$ cat src/rtl/sram_mem_ctrl.sv
// MEM-stage back end for a 16-bit asynchronous SRAM: each 32-bit access is split into two halfword phases.
// Optional one-entry read cache enabled by defining SRAM_MEM_CTRL_READ_CACHE_EN.
module sram_mem_ctrl #(
    parameter int unsigned WAIT_CYCLES = 2,
    parameter int unsigned ADDR_BASE   = 1024
) (
    input  logic        clk,
    input  logic        rst,
    input  logic        mem_r_en,
    input  logic        mem_w_en,
    input  logic [31:0] alu_res,
    input  logic [31:0] val_rm,
    output logic [31:0] rd_data,
    output logic        ready,
    output logic        freeze,
    output logic [17:0] sram_addr,
    output logic [15:0] sram_dq_out,
    output logic        sram_dq_oe,
    input  logic [15:0] sram_dq_in,
    output logic        sram_we_n
);

    localparam int unsigned CntW = (WAIT_CYCLES > 1) ? $clog2(WAIT_CYCLES) : 1;
    localparam logic [CntW-1:0] CntLast = CntW'(WAIT_CYCLES - 1);

    typedef enum logic [2:0] {StIdle, StWrLo, StWrHi, StRdLo, StRdHi, StDone} state_e;

    state_e          state_q;
    logic [CntW-1:0] cnt_q;
    logic [16:0]     idx_q;
    logic [15:0]     wdata_hi_q;
    logic [31:0]     rd_data_q;
    logic [17:0]     sram_addr_q;
    logic [15:0]     sram_dq_out_q;
    logic            sram_dq_oe_q;
    logic            sram_we_n_q;
    logic [16:0]     req_idx;
    logic            phase_last;

    assign req_idx    = 17'((alu_res - 32'(ADDR_BASE)) >> 2);
    assign phase_last = (cnt_q == CntLast);

`ifdef SRAM_MEM_CTRL_READ_CACHE_EN
    logic        cache_valid_q;
    logic [16:0] cache_idx_q;
    logic [31:0] cache_data_q;
    logic        cache_hit;

    assign cache_hit = cache_valid_q && (cache_idx_q == req_idx);
`endif

    always_ff @(posedge clk or posedge rst) begin
        if (rst) begin
            state_q       <= StIdle;
            cnt_q         <= '0;
            idx_q         <= '0;
            wdata_hi_q    <= '0;
            rd_data_q     <= '0;
            sram_addr_q   <= '0;
            sram_dq_out_q <= '0;
            sram_dq_oe_q  <= 1'b0;
            sram_we_n_q   <= 1'b1;
`ifdef SRAM_MEM_CTRL_READ_CACHE_EN
            cache_valid_q <= 1'b0;
            cache_idx_q   <= '0;
            cache_data_q  <= '0;
`endif
        end else begin
            unique case (state_q)
                StIdle: begin
                    cnt_q <= '0;
                    // Address and store data are latched here; later input changes are ignored.
                    if (mem_w_en) begin
                        state_q       <= StWrLo;
                        idx_q         <= req_idx;
                        wdata_hi_q    <= val_rm[31:16];
                        sram_addr_q   <= {req_idx, 1'b0};
                        sram_dq_out_q <= val_rm[15:0];
                        sram_dq_oe_q  <= 1'b1;
                        sram_we_n_q   <= 1'b0;
`ifdef SRAM_MEM_CTRL_READ_CACHE_EN
                        if (cache_hit) cache_data_q <= val_rm;
`endif
                    end else if (mem_r_en) begin
`ifdef SRAM_MEM_CTRL_READ_CACHE_EN
                        if (cache_hit) begin
                            state_q   <= StDone;
                            rd_data_q <= cache_data_q;
                        end else begin
                            state_q     <= StRdLo;
                            idx_q       <= req_idx;
                            sram_addr_q <= {req_idx, 1'b0};
                        end
`else
                        state_q     <= StRdLo;
                        idx_q       <= req_idx;
                        sram_addr_q <= {req_idx, 1'b0};
`endif
                    end
                end
                StWrLo: begin
                    cnt_q <= cnt_q + CntW'(1);
                    if (phase_last) begin
                        cnt_q         <= '0;
                        state_q       <= StWrHi;
                        sram_addr_q   <= {idx_q, 1'b1};
                        sram_dq_out_q <= wdata_hi_q;
                    end
                end
                StWrHi: begin
                    cnt_q <= cnt_q + CntW'(1);
                    if (phase_last) begin
                        cnt_q        <= '0;
                        state_q      <= StDone;
                        sram_dq_oe_q <= 1'b0;
                        sram_we_n_q  <= 1'b1;
                    end
                end
                StRdLo: begin
                    cnt_q <= cnt_q + CntW'(1);
                    if (phase_last) begin
                        cnt_q           <= '0;
                        state_q         <= StRdHi;
                        rd_data_q[15:0] <= sram_dq_in;
                        sram_addr_q     <= {idx_q, 1'b1};
                    end
                end
                StRdHi: begin
                    cnt_q <= cnt_q + CntW'(1);
                    if (phase_last) begin
                        cnt_q            <= '0;
                        state_q          <= StDone;
                        rd_data_q[31:16] <= sram_dq_in;
`ifdef SRAM_MEM_CTRL_READ_CACHE_EN
                        cache_valid_q <= 1'b1;
                        cache_idx_q   <= idx_q;
                        cache_data_q  <= {sram_dq_in, rd_data_q[15:0]};
`endif
                    end
                end
                StDone: begin
                    state_q <= StIdle;
                end
                default: begin
                    state_q <= StIdle;
                end
            endcase
        end
    end

    // Ready drops combinationally as soon as a request shows up in IDLE.
    assign ready       = ((state_q == StIdle) && !mem_r_en && !mem_w_en) || (state_q == StDone);
    assign freeze      = ~ready;
    assign rd_data     = rd_data_q;
    assign sram_addr   = sram_addr_q;
    assign sram_dq_out = sram_dq_out_q;
    assign sram_dq_oe  = sram_dq_oe_q;
    assign sram_we_n   = sram_we_n_q;

endmodule

$ cat config.mk
export PLATFORM = sky130hd
export DESIGN_NAME = sram_mem_ctrl
export DESIGN_NICKNAME = d
export VERILOG_FILES = /design/src/rtl/sram_mem_ctrl.sv
export SDC_FILE = /design/constraint.sdc
export NUM_CORES = 1
export LEC_CHECK = 0
export ABC_AREA = 1
export BUFFER_PORTS_ARGS = -buffer_cell sky130_fd_sc_hd__clkbuf_2
export CORE_ASPECT_RATIO = 2
export CORE_MARGIN = 10
export CORE_UTILIZATION = 51
export DETAILED_ROUTE_END_ITERATION = 8
export HOLD_SLACK_MARGIN = 0.1
export MAX_ROUTING_LAYER = met4
export PLACE_DENSITY_LB_ADDON = 0.05
export SETUP_SLACK_MARGIN = 0.05
export SYNTH_ARGS = -nofsm -noshare
export SYNTH_HDL_FRONTEND = slang
export SYNTH_SLANG_ARGS = --single-unit
$ cat constraint.sdc
create_clock -name clk -period 3.1 [get_ports clk]
set_input_delay 0 -clock clk [delete_from_list [all_inputs] [get_ports clk]]
set_output_delay 0 -clock clk [all_outputs]
set_load 0.1 [all_outputs]
# ---- Word level (Yosys, flattened, before mapping)
# Index checks and enable logic that the tools add are counted.
dict set report totals {
  out_inout_bits 70
  in_bits 84
  register_bits 105
}
dict set report op_classes {
  addsub 2
  n_mux 23
  bitwise 1
  n_eq_ne 12
  n_reduce_logical 22
}
# op count
set ops {}
lappend ops {{two-way mux 18 bit} 3}
lappend ops {{case mux 18 bit (2 select lines)} 1}
lappend ops {{two-way mux 17 bit} 2}
lappend ops {{two-way mux 16 bit} 2}
lappend ops {{case mux 16 bit (2 select lines)} 1}
lappend ops {{subtractor 19 x 11 -> 19 bit (second input constant)} 1}
lappend ops {{two-way mux 3 bit} 5}
lappend ops {{case mux 3 bit (4 select lines)} 1}
lappend ops {{nonzero test 2 bit} 5}
lappend ops {{AND reduction 3 bit} 3}
lappend ops {{!= test 2 bit (second input constant)} 4}
lappend ops {{AND reduction 2 bit} 4}
lappend ops {{equality test 3 x 2 -> 1 bit (second input constant)} 2}
lappend ops {{equality test 3 bit (second input constant)} 2}
lappend ops {{case mux 1 bit (2 select lines)} 3}
lappend ops {{two-way mux 1 bit} 5}
lappend ops {{!= test 2 x 1 -> 1 bit (second input constant)} 2}
lappend ops {{AND reduction 4 bit} 1}
lappend ops {{OR reduction 2 bit} 2}
lappend ops {{OR reduction 4 bit} 1}
lappend ops {{equality test 3 x 1 -> 1 bit (second input constant)} 1}
lappend ops {{zero test 3 bit} 1}
lappend ops {{!= test 3 bit (second input constant)} 1}
lappend ops {{logical AND 1 bit} 2}
lappend ops {{other kinds (4)} 5}

# ---- Logic depth before layout (Yosys ltp)
# Gate-level depths: netlist of the first run.
dict set report logic_depth {
  ltp_word 5
  depth_mapped 10
  mapped_depth_nobuf 8
}

# ---- Worst setup path before layout of the first run
# No wires, ideal clock.
dict set report synth_timing {
  kind {reg-to-output}
  start {register state_q[0]}
  end {output port freeze}
  arrival_time_ns 4.138
  path_slack_ns -1.038
  path_buffers 0
  stages_incl_launch_ff 6
  required_ns 3.100
  cell_sequence {dfrtp_1 -> inv_2 -> nor2_1 -> inv_1 -> o21ai_0 -> inv_1}
}
dict set report synth_via {
  elab_chain_len 5
  word_cells_on_any_way 6
  classes_between {1 x eq/ne; 1 x bitwise; 4 x reduce/logical}
}
# element line
set synth_lines {}
lappend synth_lines {{start, declared} 28} ;# state_e state_q;
lappend synth_lines {{start signal, assigned} 54} ;# state_q <= StIdle;
lappend synth_lines {{start signal, assigned} 74} ;# state_q <= StWrLo;
lappend synth_lines {{start signal, assigned} 95} ;# state_q <= StRdLo;
lappend synth_lines {{zero test 3 bit} 152} ;# assign ready = ((state_q == StIdle) && !mem_r_en && !mem_w_en) || (state_q == StDone);
lappend synth_lines {{logical AND 1 bit (2 in series)} 152}
lappend synth_lines {{logical OR 1 bit *} 152}
lappend synth_lines {{named net ready} 14} ;# output logic ready,
lappend synth_lines {{NOT 1 bit *} 153} ;# assign freeze = ~ready;
lappend synth_lines {{end, declared} 15} ;# output logic freeze,
# Mark *: on every way through the listed nets, which the timed path passes. The rest lies on a longest branch.

# ---- Worst setup path in the final report of the first run
dict set report layout_timing {
  start {register state_q[1]}
  end {register sram_addr_q[17], in the netlist sram_addr[17]}
}
dict set report layout_via {
  elab_chain_len 4
  word_cells_on_any_way 9
  classes_between {4 x eq/ne; 1 x mux; 4 x reduce/logical}
}
# element line
set layout_lines {}
lappend layout_lines {{equality test 3 x 2 -> 1 bit or equality test 3 x 1 -> 1 bit (tied branches)} 69} ;# unique case (state_q)
lappend layout_lines {{OR reduction 2 bit (no source line)} n/a}
lappend layout_lines {{!= test 2 x 1 -> 1 bit (no source line) or nonzero test 2 bit (tied branches)} n/a}
lappend layout_lines {{AND reduction 3 bit (no source line)} n/a}
lappend layout_lines {{end signal, assigned} 77} ;# sram_addr_q <= {req_idx, 1'b0};
lappend layout_lines {{end signal, assigned} 97} ;# sram_addr_q <= {req_idx, 1'b0};
lappend layout_lines {{end signal, assigned} 106} ;# sram_addr_q <= {idx_q, 1'b1};
lappend layout_lines {{end, declared} 33} ;# logic [17:0] sram_addr_q;
# Parallel ways exist; a longest one is shown, timed or not.
# A chain may end at the register's enable or synchronous reset.

==> flow_metrics.py, run 1 <==
metrics = {
    "floorplan": {
        "die_h_um": 155,
        "ios": 154,
        "start_util_pct": 52.0,
        "die_x_um": 87.6,
        "fp.coreArea_sq_um": 8950,
        "die-area_sq_um": 13600,
        "rows": 49,
    },
    "sta": {
        "worstMarginPinSlew_ns": 0.942,
        "tns_ns": 0,
        "setup_viol": 0,
        "hold_violations": 0,
        "fin_crit_sh_pct": 73.5,
        "maxSlewViolCount": 0,
        "period_minus_slack_ns": 2.28,
        "clock.fmax_mhz": 439,
        "fin_skew_ns": 0.00942,
        "rsz0062_at_grt": "false",
        "relSlewSlack_pct": 37.1,
    },
    "logic_synthesis": {
        "synth-seq-area-share_pct": 56.4,
        "avgSynthCellArea_sq_um": 8.33,
        "synth_top_cell_by_area": "dfrtp_1",
        "ys_seq_elements": 105,
        "synth.area.top_cells": "dfrtp_1 (56%), nand2_1 (13%), o21ai_0 (8.2%), inv_1 (5.1%), nor2_1 (3.7%)",
        "yosys_warnings": 0,
        "syn-num-nets": 644,
        "syn_area_sq_um": 4660,
        "synth_top_area_share_pct": 55.9,
        "postSynthCellCount": 559,
        "ys_types": 27,
    },
    "worst_setup_path": {
        "crit_arrival_ns": 2.57,
        "crit_buf_inv": 1,
        "crit_path_end_kind": "flop",
        "r2r_setup_slack_ns": 0.82,
        "slowest_stage": "dfrtp_1",
        "critPathLaunchType": "flop",
        "cpPeakStageDelay_ns": 0.56,
        "critPathTopFamily": "simple AND/OR/NAND/NOR gates",
        "worstSetupPathType": "reg -> reg",
        "path_cells": "inv_1, nand3_4, nand2_2, nand2_2, nand3_4, nor2_1, nand2_1, nand2_1",
        "rr_worst_depth": 8,
        "cp.depth": 8,
        "cp_max_fo": 35,
        "crit_required_ns": 3.39,
        "r2r-end": "sram_addr[17]$_DFFE_PP0P_",
        "r2r_start": "state_q[1]$_DFFE_PP0P_",
    },
    "global_route": {
        "gr-usage-met3_pct": 4.81,
        "grt_pass1_vias": 4444,
        "grt_start_max_net_pins": 62,
        "grtUsageMet1_pct": 22.1,
        "grt_pass1_wl_um": 21300,
        "grt-ovfl-total": 0,
        "grt_use_met2_pct": 33.0,
        "grt.total_usage_pct": 19.7,
        "grt-busiest-layer": "met2",
        "antenna_found_initial": 0,
    },
    "route": {
        "ant_nets": 0,
        "wl_per_cell_um": 14.4,
        "vias": 4272,
        "wl_um": 12400,
        "drt_iter0_markers": 204,
        "drc": 0,
        "via_per_inst": 4.94,
        "drtPass1Iterations": 4,
    },
    "place": {
        "port_buffers": 138,
        "hpwl_um": 8920,
        "gp_congestion": 0.850,
    },
    "worst_hold_path": {
        "hold_path.class": "in -> async",
    },
    "layout": {
        "drive_gt1_share_pct": 23.4,
        "final_util_pct": 71.4,
        "nNetsFinal": 842,
        "area_delta_synth_final_pct": 37.2,
    },
    "clock_network": {
        "clock_latency_ns": 0.35,
        "postCtsSetupBuffers": 0,
        "cts.clk_slew.worst_paths_ns": 0.07,
        "cts_buffer_depth": 2,
        "cts.repair.resized": 0,
        "htreeDepth": 3,
        "clockRootBuffer": "clkbuf_16",
        "cts-buffers-inserted": 9,
        "tritoncts": "done",
        "cts_sinks": 105,
    },
    "run": {
        "max_cap_violations": 0,
    },
    "outcome": {
        "status": "complete, no violations",
    },
}
worst max path at each step:
stage / to / slack, ns / startpoint
6_report: sram_addr[17]$_DFFE_PP0P_ / 0.82 / state_q[1]$_DFFE_PP0P_
5_1_grt: sram_addr[15]$_DFFE_PP0P_ / 0.57 / state_q[1]$_DFFE_PP0P_
4_1_cts: sram_addr[17]$_DFFE_PP0P_ / 0.76 / state_q[1]$_DFFE_PP0P_
3_5_place_dp: sram_addr[17]$_DFFE_PP0P_ / 0.81 / state_q[1]$_DFFE_PP0P_
3_3_place_gp: sram_addr[17]$_DFFE_PP0P_ / 0.83 / state_q[1]$_DFFE_PP0P_
2_1_floorplan: freeze / 0.06 / state_q[0]$_DFFE_PP0P_
cell type report:
type                       count  area (sq um)
clock inverter                 7          98.8
sequential                   105          2630
multi-input combinational    363          1650
fill                         697          2560
timing repair buffer         210          1400
antenna                        1          2.50
tap                          102           128
clock buffer                   9           225
inverter                      68           258
cells by family (layout without fill, tap and decap cells):
logic type | count (synthesis) | after routing | share of synthesized area [%]
other cells | 0 | 1 | 0
simple gates | 240 | 240 | 21.2
xor+xnor | 3 | 3 | 0.564
buf+inv | 91 | 294 | 8.17
flops | 105 | 105 | 56.4
compound gates | 119 | 119 | 13.3
fa+ha+maj | 1 | 1 | 0.269
cell usage after synthesis, drive strengths merged:
cell and count:
xor2 2, dfstp 1, nand2 169, dfrtp 104, xnor2 1, clkbuf 9, nand4 3, nor2 48
nand3 20, a21oi 35, o21a 1, o21ai 83, inv 68, buf 14, ha 1
tightest hold or removal path, cell delays in order:
cell and delay, ns:
dlygate4sd3_1 0.54, clkbuf_2 0.12, inv_4 0.52
per-layer routing:
| layer | vias to the layer above | part of all wire, % |
|---|---|---|
| met2 | 117 | 52 |
| met1 | 1978 | 40 |
| met3 | 18 | 5.4 |
| met4 | 0 | 2.0 |
| li1 | 2159 | - |
| met5 | - | 0 |
flip-flops by register name, summed over array words and instances (netlist names):
signal and flops:
state_q 3, rd_data 32, wdata_hi_q 16, sram_dq_oe 1, idx_q 17, sram_addr 18, cnt_q 1, sram_dq_out 16
sram_we_n 1
stage by stage:
stage / hold slack [ns] / setup WS, ns / std cells / area (sq um)
after floorplan: 0.110 / 0.0568 / 559 / 4660
after global placement: 0.172 / 0.825 / 780 / 5380
after detailed placement: 0.171 / 0.811 / 780 / 5380
after CTS: 0.318 / 0.758 / 864 / 6390
after global routing: 0.389 / 0.570 / 864 / 6390
final: 0.324 / 0.822 / 865 / 6390
what timing repair did:
action,4_1_cts,5_1_grt
endpoints found under the setup margin,0,0
hold buffers,68,0
endpoints found under the hold margin,152,0
placed cells by master, fill, tap and decap left out:
cell type | synthesis | layout
bufinv_16 | 0 | 2
clkinvlp_4 | 0 | 1
inv_4 | 0 | 1
ha_1 | 1 | 1
nand3_2 | 1 | 1
clkinv_2 | 0 | 1
nor2_4 | 2 | 2
a21oi_1 | 32 | 32
inv_1 | 63 | 62
dlygate4sd3_1 | 0 | 68
o21a_1 | 1 | 1
a21oi_4 | 1 | 1
dfstp_2 | 1 | 1
clkbuf_16 | 0 | 9
inv_2 | 5 | 5
a21oi_2 | 2 | 2
inv_6 | 0 | 3
nand3_1 | 17 | 17
o21ai_2 | 1 | 1
diode_2 | 0 | 1
dfrtp_1 | 104 | 104
nand2_1 | 165 | 165
clkbuf_2 | 1 | 138
xor2_1 | 2 | 2
nor2_1 | 46 | 46
buf_4 | 3 | 4
o21ai_1 | 6 | 7
o21ai_0 | 76 | 75
nand3_4 | 2 | 2
xnor2_1 | 1 | 1
nand2_2 | 4 | 4
nand4_1 | 3 | 3
Power of run 1 is left out: the tool's default activity adds up to more than one toggle a clock period on the data nets, which glitch-free logic cannot reach.
==> run 2: changes to the inputs <==
--- a/config.mk
+++ b/config.mk
@@ -5,11 +5,11 @@
 export SDC_FILE = /design/constraint.sdc
 export NUM_CORES = 1
 export LEC_CHECK = 0
-export ABC_AREA = 1
+export ABC_AREA = 0
 export BUFFER_PORTS_ARGS = -buffer_cell sky130_fd_sc_hd__clkbuf_2
 export CORE_ASPECT_RATIO = 2
 export CORE_MARGIN = 10
-export CORE_UTILIZATION = 51
+export CORE_UTILIZATION = 50
 export DETAILED_ROUTE_END_ITERATION = 8
 export HOLD_SLACK_MARGIN = 0.1
 export MAX_ROUTING_LAYER = met4
==> constraint.sdc (replaced) <==
create_clock -name clk -period 2.3 [get_ports clk]
set_input_delay 0 -clock clk [delete_from_list [all_inputs] [get_ports clk]]
set_output_delay 0 -clock clk [all_outputs]
set_load 0.1 [all_outputs]
==> run 2 against run 1 <==
  * Sequential cell count unchanged
  * Non-clock buffer count is the same
  * Sequential share of layout area is 1.5 points higher
  * Clock skew is 0.0036 ns lower
  * Largest cell class unchanged
==> flow_metrics.py, run 2 <==
metrics = {
    "floorplan": {
        "fp.coreArea_sq_um": 8710,
        "ios": 154,
        "die-area_sq_um": 13400,
        "die_h_um": 154,
        "die_x_um": 87.0,
        "start_util_pct": 51.5,
        "rows": 48,
    },
    "global_route": {
        "grt_pass1_wl_um": 19200,
        "grt.total_usage_pct": 18.5,
        "grt_use_met2_pct": 31.8,
        "grt-busiest-layer": "met2",
        "gr-usage-met3_pct": 3.65,
        "grt_pass1_vias": 3860,
        "grtUsageMet1_pct": 19.6,
        "antenna_found_initial": 0,
        "grt_start_max_net_pins": 58,
        "grt-ovfl-total": 0,
    },
    "clock_network": {
        "cts_buffer_depth": 2,
        "cts-buffers-inserted": 9,
        "clockRootBuffer": "clkbuf_16",
        "cts.clk_slew.worst_paths_ns": 0.06,
        "clock_latency_ns": 0.33,
        "postCtsSetupBuffers": 0,
        "tritoncts": "done",
        "htreeDepth": 3,
        "cts_sinks": 105,
    },
    "worst_hold_path": {
        "min_from": "alu_res[14]",
        "whs_path_depth": 4,
        "hold_path.class": "in -> reg",
        "min_to": "idx_q[12]$_DFFE_PP0P_",
    },
    "logic_synthesis": {
        "synth_top_area_share_pct": 58.1,
        "ys_seq_elements": 105,
        "avgSynthCellArea_sq_um": 11.8,
        "synthArstFlopShare_pct": 100,
        "synth-edff-count": 0,
        "ys_types": 39,
        "synth.area.top_cells": "dfrtp_1 (58%), mux2_2 (12%), nand2_1 (4.9%), mux2i_1 (3.6%), o21ai_0 (2.9%)",
        "synth-seq-area-share_pct": 58.6,
        "postSynthCellCount": 380,
        "synthFlopType": "dfrtp_1",
        "synth_most_common_cell": "dfrtp_1",
        "synth_top_cell_by_area": "dfrtp_1",
        "yosys_warnings": 0,
        "yosys-top-cells-count": "dfrtp_1 (104), nand2_1 (58), mux2_2 (48)",
        "syn_area_sq_um": 4480,
        "syn-num-nets": 465,
    },
    "place": {
        "gp_congestion": 0.770,
        "dpl_worst_slack_ns": 0.373,
        "dp_cells": 605,
        "hpwl_um": 8260,
        "port_buffers": 138,
    },
    "layout": {
        "drive_gt1_share_pct": 38.9,
        "largest_register_ffs": 32,
        "regArea_sq_um": 2630,
        "multi_input_area_sq_um": 1690,
        "final_cell_count_no_fill": 684,
        "nNetsFinal": 665,
        "area_delta_synth_final_pct": 37.6,
        "insertedDiodeCount": 0,
        "final_cell_mix": "clkbuf_2 (138), dfrtp_1 (104), dlygate4sd3_1 (64)",
        "fillers": 649,
        "layout_commonest_cell": "clkbuf_2",
    },
    "sta": {
        "fin_skew_ns": 0.00579,
        "fin_crit_sh_pct": 83.6,
        "maxSlewViolCount": 0,
        "period_minus_slack_ns": 1.92,
        "clock.fmax_mhz": 520,
        "worst_slack_ns": 0.377,
        "relSlewSlack_pct": 41.9,
        "worstMarginPinSlew_ns": 0.871,
        "rsz0062_at_grt": "false",
        "hold_violations": 0,
        "setup_viol": 0,
    },
    "worst_setup_path": {
        "r2r_start": "state_q[2]$_DFFE_PP0P_",
        "worstSetupPathType": "reg -> reg",
        "r2r_setup_slack_ns": 0.38,
        "rr_worst_depth": 5,
        "crit_path_end_kind": "flop",
        "crit_arrival_ns": 2.18,
        "r2r-end": "sram_addr[8]$_DFFE_PP0P_",
        "critPathLaunchType": "flop",
        "cp_max_fo": 18,
        "crit_required_ns": 2.55,
    },
    "route": {
        "drtPass1Iterations": 4,
        "wl_per_cell_um": 17.1,
        "drc": 0,
        "vias": 3529,
        "drt_iter0_markers": 109,
        "wl_um": 11700,
        "via_per_inst": 5.16,
        "ant_nets": 0,
    },
    "outcome": {
        "status": "complete, no violations",
    },
    "run": {
        "max_cap_violations": 0,
    },
}
run 2: cell types whose count changed after synthesis, sizes merged, moves of 4 or more:
cell / before / now
a21oi: 35 / 17
nand2: 169 / 58
o21ai: 83 / 30
nand3: 20 / 5
nand2b: 0 / 5
inv: 68 / 14
mux2: 0 / 49
o22ai: 0 / 11
o21a: 1 / 5
nor2: 48 / 18
mux2i: 0 / 16
run 2: area by class of cell:
class	count	share of cell area, %
Clock buffer	12	4.32
Clock inverter	3	0.243
Inverter	14	0.913
Multi-Input combinational cell	240	27.3
Sequential cell	105	42.6
Tap cell	100	2.03
Timing Repair Buffer	210	22.6
run 2: how the worst max path moves through the flow:
stage                           startpoint                        to  slack (ns)  cells after the start
global placement    state_q[2]$_DFFE_PP0P_    rd_data[8]$_DFFE_PP0P_        0.44                      3
detailed placement  state_q[2]$_DFFE_PP0P_  sram_addr[2]$_DFFE_PP0P_        0.37                      5
floorplan           state_q[2]$_DFFE_PP0P_                    freeze       -0.27                      5
finish              state_q[2]$_DFFE_PP0P_  sram_addr[8]$_DFFE_PP0P_        0.38                      5
CTS                 state_q[2]$_DFFE_PP0P_   rd_data[15]$_DFFE_PP0P_        0.36                      3
global route        state_q[2]$_DFFE_PP0P_   rd_data[15]$_DFFE_PP0P_        0.19                      3
run 2: stage by stage:
step	area, sq um	setup TNS, ns	util (%)	hold slack [ns]
after floorplan	4490	-0.270	-	0.0847
after global placement	5250	0	60.3	0.207
after detailed placement	5250	0	60.3	0.218
after CTS	6170	0	70.8	0.103
after global routing	6170	0	70.8	0.144
final	6170	0	70.8	0.124
run 2: timing repair:
| action | in CTS | in global routing |
|---|---|---|
| endpoints found under the setup margin | 0 | 0 |
| hold endpoints to repair | 194 | 0 |
| hold buffers | 64 | 0 |
| gates resized for setup | 0 | 0 |
run 2: critical path, stage by stage (launching register included):
cell	delay, ns
dfrtp_1	0.67
o21bai_1	0.23
or2_1	0.40
buf_4	0.30
o22ai_1	0.10
a21oi_1	0.13
run 2: routing by layer:
layer / vias to the layer above / part of all wire [%]
li1: 1709 / -
met1: 1693 / 37
met2: 101 / 55
met3: 26 / 5.0
met4: 0 / 2.9
met5: - / 0
run 2: cell families (layout without fill, tap and decap cells):
kind of cell | count (synthesis) | after routing | synth area share, %
and+or+nand+nor | 93 | 93 | 9.27
xor gates and xnor gates | 5 | 5 | 0.977
buffers and inverters | 35 | 239 | 3.94
adders and majority gates | 1 | 1 | 0.279
AOI/OAI and AO/OA | 76 | 76 | 11.0
muxes | 65 | 65 | 15.9
DFF | 105 | 105 | 58.6
Power of run 2 is left out for the same reason.
==> run 3: changes to the inputs <==
--- a/config.mk
+++ b/config.mk
@@ -9,7 +9,7 @@
 export BUFFER_PORTS_ARGS = -buffer_cell sky130_fd_sc_hd__clkbuf_2
 export CORE_ASPECT_RATIO = 2
 export CORE_MARGIN = 10
-export CORE_UTILIZATION = 50
+export CORE_UTILIZATION = 45
 export DETAILED_ROUTE_END_ITERATION = 8
 export HOLD_SLACK_MARGIN = 0.1
 export MAX_ROUTING_LAYER = met4
==> constraint.sdc (replaced) <==
create_clock -name clk -period 1.72 [get_ports clk]
set_input_delay 0 -clock clk [delete_from_list [all_inputs] [get_ports clk]]
set_output_delay 0 -clock clk [all_outputs]
set_load 0.1 [all_outputs]
==> run 3 against run 2 <==
  * Critical path depth up 1
  * Worst hold slack improved by 0.0056 ns
  * Design area rose by 4.6%
==> flow_metrics.py, run 3 (synthesized netlist as in run 2, its figures left out) <==
metrics = {
    "outcome": {
        "status": "complete, no violations",
    },
    "sta": {
        "period_minus_slack_ns": 1.65,
        "fin_crit_sh_pct": 95.6,
        "worst_slack_ns": 0.0749,
        "setup_viol": 0,
        "tns_ns": 0,
        "hold_violations": 0,
        "worstMarginPinSlew_ns": 0.584,
        "rsz0062_at_grt": "true",
        "clock.fmax_mhz": 608,
        "fin_skew_ns": 0.00911,
        "maxSlewViolCount": 0,
        "relSlewSlack_pct": 61.3,
    },
    "layout": {
        "final_cell_mix": "clkbuf_2 (136), dfrtp_1 (103), dlygate4sd3_1 (65)",
        "fillers": 775,
        "layout_commonest_cell": "clkbuf_2",
        "area_delta_synth_final_pct": 43.9,
        "drive_gt1_share_pct": 40.0,
        "insertedDiodeCount": 0,
        "largest_register_ffs": 32,
        "nNetsFinal": 680,
    },
    "worst_setup_path": {
        "crit_arrival_ns": 1.86,
        "r2r_setup_slack_ns": 0.12,
        "crit_required_ns": 1.94,
        "cpPeakStageDelay_ns": 0.53,
        "slowest_stage": "dlygate4sd3_1",
        "critPathLaunchType": "input pin",
        "worstSetupPathType": "in -> reg",
        "crit_buf_inv": 2,
        "critPathTopFamily": "buffers and inverters",
        "cp_max_fo": 4,
        "path_cells": "dlygate4sd3_1, clkbuf_2, or4_4, o41ai_2, a21oi_1, a211o_1",
        "crit_path_end_kind": "flop",
    },
    "floorplan": {
        "ios": 154,
        "die_x_um": 90.6,
        "die-area_sq_um": 14600,
        "fp.coreArea_sq_um": 9760,
        "die_h_um": 161,
        "rows": 51,
        "start_util_pct": 45.9,
    },
    "place": {
        "gp_congestion": 0.759,
        "dpl_worst_slack_ns": 0.115,
        "hpwl_um": 8270,
        "port_buffers": 138,
    },
    "clock_network": {
        "cts_sinks": 105,
        "cts-buffers-inserted": 9,
        "cts.clk_slew.worst_paths_ns": 0.06,
        "htreeDepth": 3,
        "tritoncts": "done",
        "clock_latency_ns": 0.34,
        "cts_buffer_depth": 2,
        "clockRootBuffer": "clkbuf_16",
    },
    "route": {
        "drc": 0,
        "drt_iter0_markers": 94,
        "vias": 3562,
        "ant_nets": 0,
        "via_per_inst": 4.87,
        "wl_per_cell_um": 15.9,
        "wl_um": 11600,
        "drtPass1Iterations": 4,
    },
    "global_route": {
        "grt_pass1_vias": 3908,
        "grt_pass1_wl_um": 19300,
        "grt_start_max_net_pins": 106,
        "antenna_found_initial": 0,
        "grt.total_usage_pct": 16.7,
        "grt-ovfl-total": 0,
    },
    "worst_hold_path": {
        "hold_path.class": "in -> reg",
    },
    "run": {
        "max_cap_violations": 0,
    },
}
==> run 3: per-stage QoR <==
step | instance area, sq um | cells | hold WS, ns | util [%]
floorplan | 4500 | 380 | 0.0847 | -
global placement | 5490 | 649 | 0.201 | 56.2
detailed placement | 5490 | 649 | 0.205 | 56.2
CTS | 6430 | 730 | 0.120 | 65.8
global route | 6450 | 732 | 0.123 | 66.1
finish | 6450 | 732 | 0.129 | 66.1
==> run 3: worst paths after layout <==
kind,depth (start not counted),start,endpoint
max reg2reg,5,state_q[0]$_DFFE_PP0P_,rd_data[26]$_DFFE_PP0P_
max,6,alu_res[12],sram_addr[16]$_DFFE_PP0P_
min in group asynchronous,4,rst,rd_data[18]$_DFFE_PP0P_
max in group asynchronous,4,rst,state_q[2]$_DFFE_PP0P_
min reg2reg,2,sram_we_n$_DFFE_PP1P_,sram_we_n$_DFFE_PP1P_
min,4,alu_res[17],idx_q[15]$_DFFE_PP0P_
==> run 3: layout make-up <==
| cell class | instances | area (sq um) | share of cell area, % |
|---|---|---|---|
| flip-flops and latches | 105 | 2630 | 40.8 |
| clock buffers | 13 | 240 | 3.72 |
| repair buffers | 225 | 1620 | 25.0 |
| clock inverters | 3 | 45.0 | 0.698 |
| well taps | 132 | 165 | 2.56 |
| inverters | 14 | 56.3 | 0.873 |
| multi-input cells | 240 | 1700 | 26.3 |
==> run 3: worst reg2reg max path, stage by stage (launching register included) <==
cell and delay [ns]:
dfrtp_1 0.37, or2_1 0.30, buf_4 0.19, nor2_4 0.12
buf_12 0.16, mux2_2 0.34
==> run 3: metal layers <==
metal  track usage, %  wire length, um
met1             17.2             4370
met2             30.4             6530
met3             3.67              558
met4             5.97              183
met5                -                0
==> run 3: timing repair <==
item	CTS	global route
buffers inserted	0	2
endpoints found under the hold margin	195	0
hold buffers	65	0
gates resized for setup	0	4
endpoints found under the setup margin	0	11
Power of run 3 is left out for the same reason.
